===== src/rtl/rca_pipe.sv =====
// Pipelined SEG-bit-per-stage ripple-carry adder/subtractor with valid/ready handshake.
// Define RCA_PIPE_OVF_EN to compute and register signed overflow; otherwise ovf is tied to 0.
module rca_pipe #(
   parameter int WIDTH = 8,
   parameter int SEG   = 4
) (
   input  logic             clk,
   input  logic             rst_n,
   input  logic             in_valid,
   output logic             in_ready,
   input  logic [WIDTH-1:0] a,
   input  logic [WIDTH-1:0] b,
   input  logic             c_in,
   input  logic             sub,
   output logic             out_valid,
   input  logic             out_ready,
   output logic [WIDTH-1:0] sum,
   output logic             c_out,
   output logic             ovf
);

   localparam int STAGES = WIDTH / SEG;
   localparam int LAST   = STAGES - 1;

   logic              adv;
   logic [STAGES-1:0] vld_q, vld_d;
   logic [STAGES-1:0] cy_q, cy_d;
   logic              sub_q [STAGES];
   logic              sub_d [STAGES];
   logic [WIDTH-1:0]  a_q   [STAGES];
   logic [WIDTH-1:0]  a_d   [STAGES];
   logic [WIDTH-1:0]  b_q   [STAGES];
   logic [WIDTH-1:0]  b_d   [STAGES];
   logic [WIDTH-1:0]  s_q   [STAGES];
   logic [WIDTH-1:0]  s_d   [STAGES];

   logic [WIDTH-1:0]  ain, bin, sin;
   logic              sub_in, cin, vin;
   logic [SEG-1:0]    beff;
   logic [SEG:0]      tot;

`ifdef RCA_PIPE_OVF_EN
   logic              ovf_q, ovf_d;
`endif

   assign adv      = !vld_q[LAST] || out_ready;
   assign in_ready = rst_n && adv;

   // Operands shift right by SEG per stage so each stage works on bits [SEG-1:0];
   // finished sum segments enter at the top and shift down into place.
   always_comb begin
      vld_d  = vld_q;
      cy_d   = cy_q;
      sub_d  = sub_q;
      a_d    = a_q;
      b_d    = b_q;
      s_d    = s_q;
      ain    = '0;
      bin    = '0;
      sin    = '0;
      sub_in = 1'b0;
      cin    = 1'b0;
      vin    = 1'b0;
      beff   = '0;
      tot    = '0;
`ifdef RCA_PIPE_OVF_EN
      ovf_d  = ovf_q;
`endif
      if (adv) begin
         for (int unsigned k = 0; k < STAGES; k++) begin
            if (k == 0) begin
               ain    = a;
               bin    = b;
               sin    = '0;
               sub_in = sub;
               cin    = c_in ^ sub;
               vin    = in_valid;
            end else begin
               ain    = a_q[k-1];
               bin    = b_q[k-1];
               sin    = s_q[k-1];
               sub_in = sub_q[k-1];
               cin    = cy_q[k-1];
               vin    = vld_q[k-1];
            end
            beff     = bin[SEG-1:0] ^ {SEG{sub_in}};
            tot      = {1'b0, ain[SEG-1:0]} + {1'b0, beff} + {{SEG{1'b0}}, cin};
            vld_d[k] = vin;
            cy_d[k]  = tot[SEG];
            s_d[k]   = (sin >> SEG) | (WIDTH'(tot[SEG-1:0]) << (WIDTH - SEG));
            if (k < LAST) begin
               a_d[k]   = ain >> SEG;
               b_d[k]   = bin >> SEG;
               sub_d[k] = sub_in;
            end
`ifdef RCA_PIPE_OVF_EN
            // carry into the MSB recovered as a ^ b ^ sum at that bit
            if (k == LAST) ovf_d = ain[SEG-1] ^ beff[SEG-1] ^ tot[SEG-1] ^ tot[SEG];
`endif
         end
      end
   end

   always_ff @(posedge clk) begin
      if (!rst_n) begin
         vld_q <= '0;
         cy_q  <= '0;
         for (int unsigned k = 0; k < STAGES; k++) begin
            sub_q[k] <= 1'b0;
            a_q[k]   <= '0;
            b_q[k]   <= '0;
            s_q[k]   <= '0;
         end
`ifdef RCA_PIPE_OVF_EN
         ovf_q <= 1'b0;
`endif
      end else begin
         vld_q <= vld_d;
         cy_q  <= cy_d;
         sub_q <= sub_d;
         a_q   <= a_d;
         b_q   <= b_d;
         s_q   <= s_d;
`ifdef RCA_PIPE_OVF_EN
         ovf_q <= ovf_d;
`endif
      end
   end

   assign out_valid = vld_q[LAST];
   assign sum       = s_q[LAST];
   assign c_out     = cy_q[LAST];
`ifdef RCA_PIPE_OVF_EN
   assign ovf       = ovf_q;
`else
   assign ovf       = 1'b0;
`endif

endmodule


===== config.mk =====
export PLATFORM = sky130hd
export DESIGN_NAME = rca_pipe
export DESIGN_NICKNAME = d
export VERILOG_FILES = /design/src/rtl/rca_pipe.sv
export SDC_FILE = /design/constraint.sdc
export NUM_CORES = 1
export LEC_CHECK = 0
export BUFFER_PORTS_ARGS = -buffer_cell sky130_fd_sc_hd__buf_2
export CAP_MARGIN = 20
export CORE_MARGIN = 2
export CORE_UTILIZATION = 51
export DETAILED_ROUTE_END_ITERATION = 7
export PLACE_DENSITY = 0.85
export SYNTH_ARGS = -nofsm -noshare
export SYNTH_HDL_FRONTEND = slang
export SYNTH_SLANG_ARGS = --single-unit

===== constraint.sdc =====
create_clock -name clk -period 2.8 [get_ports clk]
set_input_delay 0.56 -clock clk [delete_from_list [all_inputs] [get_ports clk]]
set_output_delay 0.56 -clock clk [all_outputs]
set_load 0.05 [all_outputs]

==> metrics.md, run 1 <==
| Metric | Value |
|---|---|
| Max Slew Vio Count | `0` |
| Area fraction of the dominant cell type after synthesis | `between 30% and 40%` |
| GPL Wtd Cong | `around 0.8` |
| Hold EP | `sum[5]$_SDFFE_PN0N_` |
| Clock Path Buffers | `2` |
| EDFF count, synth | `0` |
| R2R Setup Slk | `0.98 ns` |
| Post-synthesis cell area | `1310 um2` |
| Worst R2R Path Depth | `7` |
| Filler cell count | `228` |
| GRT Residual Overflow | `0` |
| Setup violations, final | `0` |
| Die area | `2980 um2` |
| Initial DRC count | `14` |
| Mapped Avg Cell Area | `8.53 um2` |
| PortBufs | `32` |
| Req. time, crit path | `roughly 3.0 ns` |
| Vias in the first global route | `966` |
| Sequential area share after synthesis | `38.4%` |
| Largest net degree at the start of global routing | `25` |
| Tcrit/Tclk final | `69.4%` |
| Fin nets | `206` |
| Pwr/cell area | `577 nW/um2` |
| HPWL Detailed | `1810 um` |
| Final ANT Viol Nets | `0` |
| Max Cap Viol | `0` |
| Htree depth | `1` |
| Reg clk slew, reported paths | `0.14 ns` |
| Most frequent cells after synthesis | `nand2_1 (36), dfxtp_1 (25), a21oi_1 (23)` |
| Routed wire length per instance | `between 10 and 15 um` |
| Area of the multi-input gates | `669 um2` |
| Via/cell ratio | `5.09` |
| Hold Path Cell Cnt | `2` |
| Drt total wl | `2350 um` |
| Clock latency on the worst-skew pair | `roughly 0.32 ns` |
| Worst setup margin | `0.857 ns` |
| Inserted Clock Buffers | `3` |
| Async SR Flop Fraction | `0%` |
| Sink Count | `25` |
| Num rows | `18` |
| Hold Buf Count CTS | `0` |
| Post-CTS setup buffer count | `0` |
| Final Critical Period | `1.94 ns` |
| Leakage | `0.693 nW` |
| Die span in y | `54.6 um` |
| Most frequent cell after synthesis | `nand2_1` |
| FF+latch area | `500 um2` |
| Initial Util | `53.2%` |
| Peak Freq | `just over 0.5 GHz` |
| Layout cell share with drive strength beyond 1 | `23.1%` |
| Synth Flop Type | `dfxtp_1` |
| Crit path DAT | `2.15 ns` |
| Fin Setup TNS | `0 ns` |
| RSZ-0062 raised after global routing | `no` |
| Reg-to-Reg End | `cy_q[1]$_SDFFE_PN0N_` |
| CP Capture Type | `flip-flop` |
| Worst slew pin tran | `approximately 0.6 ns` |
| TritonCTS clock tree | `done` |
| Mapped Nets | `185` |
| Post-CTS sizing | `0` |
| Total GRT Usage | `between 10% and 20%` |
| Router iterations before antenna repair | `4` |
| Core footprint | `2450 um2` |
| Synthesis-stage register bit count | `25` |
| Max-slew headroom | `60.7%` |
| WS Path Type | `in2reg` |
| Worst vdd rail ir drop | `0.000386 V` |
| Setup Skew | `0.00838 ns` |
| Critical Path Source Type | `input pin` |
| HP Start | `sum[5]$_SDFFE_PN0N_` |
| Cell taking the most area after synthesis | `dfxtp_1` |
| Worst r2r src | `sub_q[1]$_SDFFE_PN0N_` |
| I/O pins | `34` |
| Warnings from Yosys | `0` |
| Global-route wire length before repair | `3860 um` |
| DRC violations left | `0` |
| Yosys cell types | `23` |
| Dpl ws | `~0.49 ns` |
| Status | `finished, final reports clean` |
| Diodes inserted | `0` |
| Cells after synthesis | `about 150` |
| Crit-path max FO | `6` |
| Final hold violations | `0` |
| Initial antenna violation count | `0` |
| Die X | `between 50 and 60 um` |
| Via count | `between 1000 and 1500` |
| Ranking of synthesized cells by area | `dfxtp_1 (38%), nand2_1 (10%), a21oi_1 (8.8%), buf_4 (7.5%), fa_1 (6.1%)` |
| Area Growth Syn to Fin | `9.11%` |
| Worst Hold Class | `reg2reg` |
| Root buffer cell | `clkbuf_4` |
kinds of logic (layout without fill, tap and decap cells):
kind of cell	count (synthesis)	after routing	synth area share [%]
adders and majority gates	10	10	11.9
buffers and inverters	22	42	10.4
and+or+nand+nor	50	50	15.6
xor gates and xnor gates	11	11	7.38
DFF	25	25	38.4
other	1	1	0.287
AOI/OAI and AO/OA	34	34	16.1
where the power goes:
group | internal (mW) | switching, mW
Combinational | 0.0850 | 0.154
Sequential | 0.394 | 0.0211
Clock | 0.0558 | 0.111
layout make-up:
type / count / share of cell area (%)
multi-input combinational: 106 / 47.0
sequential: 25 / 35.1
timing repair buffer: 34 / 12.3
tap: 30 / 2.64
clock buffer: 4 / 1.85
inverter: 4 / 1.05
cell usage in the layout, fill, tap and decap left out, drive strengths merged:
cell type,instances
conb,1
a211oi,3
ha,6
nand3,5
o21ai,2
nor2,6
nand2b,1
xnor2,3
o211ai,2
nand2,36
buf,34
xor2,8
a2111o,2
nand3b,1
a21o,2
and2b,1
a21oi,23
fa,4
inv,4
clkbuf,4
dfxtp,25
routing by layer:
metal	track usage, %	wire length (um)	vias to the layer above
met4	8.75	53	0
met2	33.9	1180	23
li1	-	-	536
met1	19.8	1030	469
met3	2.46	90	6
met5	0	0	-
worst max path at each step:
stage,from,endpoint,slack [ns],cells past startpoint
after floorplan,sub,cy_q[0]$_SDFFE_PN0N_,0.60,7
after global placement,sub,cy_q[0]$_SDFFE_PN0N_,0.53,7
after detailed placement,sub,cy_q[0]$_SDFFE_PN0N_,0.49,7
after CTS,sub,cy_q[0]$_SDFFE_PN0N_,0.86,7
after global routing,sub,cy_q[0]$_SDFFE_PN0N_,0.80,7
final,sub,cy_q[0]$_SDFFE_PN0N_,0.86,7
metrics by stage:
stage               instance area (um2)  total power, mW  hold slack [ns]  utilization (%)  std cells
global placement                   1400            0.655            0.438             56.9        199
detailed placement                 1400            0.665            0.440             56.9        199
finish                             1420            0.821            0.457             58.0        203
floorplan                          1310            0.631            0.432                -        153
global route                       1420            0.868            0.459             58.0        203
CTS                                1420            0.825            0.455             58.0        203
registers in the layout, summed over array words and instances, names as in the netlist:
signal	flops
a_q	4
b_q	4
cy_q	2
s_q	4
sub_q	1
sum	8
vld_q	2
critical path, cell delays in order:
cell and delay [ns]:
buf_2 0.15, xor2_1 0.19, fa_1 0.44, fa_1 0.42, a21o_1 0.19, a21oi_1 0.13, a21oi_1 0.07
No activity file was read; power rests on OpenSTA's default activity.
==> run 2, diff against run 1 <==
--- a/config.mk
+++ b/config.mk
@@ -5,6 +5,7 @@
 export SDC_FILE = /design/constraint.sdc
 export NUM_CORES = 1
 export LEC_CHECK = 0
+export ABC_AREA = 1
 export BUFFER_PORTS_ARGS = -buffer_cell sky130_fd_sc_hd__buf_2
 export CAP_MARGIN = 20
 export CORE_MARGIN = 2
==> constraint.sdc (replaced) <==
create_clock -name clk -period 1.95 [get_ports clk]
set_input_delay 0.39 -clock clk [delete_from_list [all_inputs] [get_ports clk]]
set_output_delay 0.39 -clock clk [all_outputs]
set_load 0.05 [all_outputs]
==> metrics.md, run 2 <==
| Metric | Value |
|---|---|
| Status | `finished, final reports clean` |
| Worst vdd rail ir drop | `0.000466 V` |
| Setup Skew | `0.00147 ns` |
| Mapped Nets | `195` |
| DRC violations left | `0` |
| Router iterations before antenna repair | `5` |
| Simple-Gate Fraction of Synth Area | `17.2%` |
| HPWL Detailed | `1650 um` |
| Reg clk slew, reported paths | `0.13 ns` |
| Drt total wl | `2190 um` |
| Global-route wire length before repair | `approximately 3300 um` |
| Most frequent cells after synthesis | `nor2_1 (42), dfxtp_1 (25), o21ai_0 (24)` |
| GRT Residual Overflow | `0` |
| Area Growth Syn to Fin | `10.2%` |
| Via/cell ratio | `4.74` |
| Setup violations, final | `0` |
| Via count | `1023` |
| Worst setup margin | `0.286 ns` |
| Root buffer cell | `clkbuf_4` |
| Sink Count | `25` |
| Worst Hold Class | `in2reg` |
| Mapped Avg Cell Area | `8.01 um2` |
| Die X | `about 55 um` |
| Ranking of synthesized cells by area | `dfxtp_1 (38%), nor2_1 (12%), o21ai_0 (9.2%), fa_1 (6.1%), buf_4 (5.7%)` |
| GPL Wtd Cong | `0.753` |
| Dpl ws | `0.0247 ns` |
| Pwr/cell area | `825 nW/um2` |
| Largest register FFs | `8` |
| FF+latch area | `between 500 and 600 um2` |
| Final ANT Viol Nets | `0` |
| Cells after synthesis | `163` |
| XOR/XNOR Fraction of Synth Area | `7.38%` |
| EDFF count, synth | `0` |
| Warnings from Yosys | `0` |
| Layout cell share with drive strength beyond 1 | `23.1%` |
| Initial antenna violation count | `0` |
| Die area | `2980 um2` |
| Sequential area share after synthesis | `38.3%` |
| Most frequent cell after synthesis | `nor2_1` |
| Core footprint | `approximately 2500 um2` |
| Clock Path Buffers | `2` |
| Fin Setup TNS | `0 ns` |
| Commonest non-fill, non-tap cell in the layout | `nor2_1` |
| Peak Freq | `0.601 GHz` |
| Htree depth | `1` |
| Total GRT Usage | `~15%` |
| Cell taking the most area after synthesis | `dfxtp_1` |
| Final hold violations | `0` |
| Critical Path Source Type | `flip-flop` |
| Post-Synth Adder-Cell Area | `roughly an eighth` |
| Max Cap Viol | `0` |
| Post-synthesis mux area share | `0%` |
| Filler cell count | `roughly 250` |
| Largest family of logic cells by synthesized area | `simple AND/OR/NAND/NOR gates` |
| Largest net degree at the start of global routing | `29` |
| WS Path Type | `reg2out` |
| TritonCTS clock tree | `done` |
| Req. time, crit path | `1.56 ns` |
| CP Capture Type | `output pin` |
| Leakage | `0.748 nW` |
| Hold Buf Count CTS | `0` |
| Area of the multi-input gates | `648 um2` |
| Synth Flop Type | `dfxtp_1` |
| Post-CTS sizing | `0` |
| Initial DRC count | `8` |
| RSZ-0062 raised after global routing | `no` |
| Crit-path max FO | `13` |
| Clock latency on the worst-skew pair | `0.31 ns` |
| Tcrit/Tclk final | `between 80% and 90%` |
| Yosys cell types | `19` |
| Initial Util | `53.2%` |
| Die span in y | `roughly 55 um` |
| Compound-Gate Fraction of Synth Area | `12.6%` |
| Crit path DAT | `1.27 ns` |
| Fin nets | `about 220` |
| Max Slew Vio Count | `0` |
| Post-CTS setup buffer count | `0` |
| Slowest-stage cell, CP | `dfxtp_1` |
| PortBufs | `32` |
| Final Critical Period | `1.66 ns` |
| Routed wire length per instance | `10.1 um` |
| I/O pins | `34` |
| Area fraction of the dominant cell type after synthesis | `between 30% and 40%` |
| Worst path max stage delay | `approximately 0.36 ns` |
| Synthesis-stage register bit count | `25` |
| Critical-path cell list | `inv_1 > nor2_4 > nor2_1 > buf_2` |
| Diodes inserted | `0` |
| Async SR Flop Fraction | `0%` |
| Inserted Clock Buffers | `3` |
| Most frequent cells in the layout | `nor2_1 (42), buf_2 (32), dfxtp_1 (25)` |
| Num rows | `18` |
| Post-synthesis cell area | `1310 um2` |
| Vias in the first global route | `817` |
==> run 2: worst paths after layout <==
| path | from | slack [ns] | cells past startpoint | end |
|---|---|---|---|---|
| setup / recovery | vld_q[1]$_SDFFE_PN0N_ | 0.29 | 4 | in_ready |
| hold / removal | a[5] | 0.32 | 3 | a_q[9]$_SDFFE_PN0N_ |
| setup reg to reg | b_q[8]$_SDFFE_PN0N_ | 0.29 | 6 | sum[5]$_SDFFE_PN0N_ |
| hold reg to reg | s_q[12]$_SDFFE_PN0N_ | 0.49 | 2 | s_q[12]$_SDFFE_PN0N_ |
==> run 2: final cells by class <==
cell class	instances	area share, %
Timing Repair Buffer	36	13.2
Clock buffer	4	1.82
Inverter	10	2.61
Multi-Input combinational cell	111	45.0
Sequential cell	25	34.8
Tap cell	30	2.61
==> run 2: metrics by stage <==
stage          hold WS [ns]  area [um2]  power (mW)  utilization (%)  std cells
3_3_place_gp          0.451        1410       0.965             57.6        212
6_report              0.322        1440        1.19             58.7        216
3_5_place_dp          0.467        1410       0.977             57.6        212
5_1_grt               0.316        1440        1.26             58.7        216
2_1_floorplan         0.441        1310       0.924                -        163
4_1_cts               0.318        1440        1.20             58.7        216
==> run 2: cell families after synthesis <==
logic type | after synthesis
simple gates | 56
compound gates | 33
buf+inv | 27
flops | 25
xor+xnor | 11
fa+ha+maj | 10
other cells | 1
==> run 2: critical path: cells and delay by family, from the launching register on <==
| kind | cells | cell delay, ns |
|---|---|---|
| flip-flops | 1 | 0.36 |
| buffers and inverters | 2 | 0.28 |
| AND/OR/NAND/NOR | 2 | 0.32 |
==> run 2: power breakdown <==
part	total [mW]	switching, mW	internal, mW
clock network	0.228	0.148	0.0799
logic	0.364	0.238	0.126
registers	0.597	0.0277	0.569
total	1.19	0.414	0.775
==> run 2: layer usage <==
layer  vias to the layer above  track usage (%)  share of wire [%]
li1                        555                -                  -
met1                       443             17.5                 47
met2                        21             27.8                 49
met3                         4             2.46                2.7
met4                         0             5.00                1.4
met5                         -                0                  0
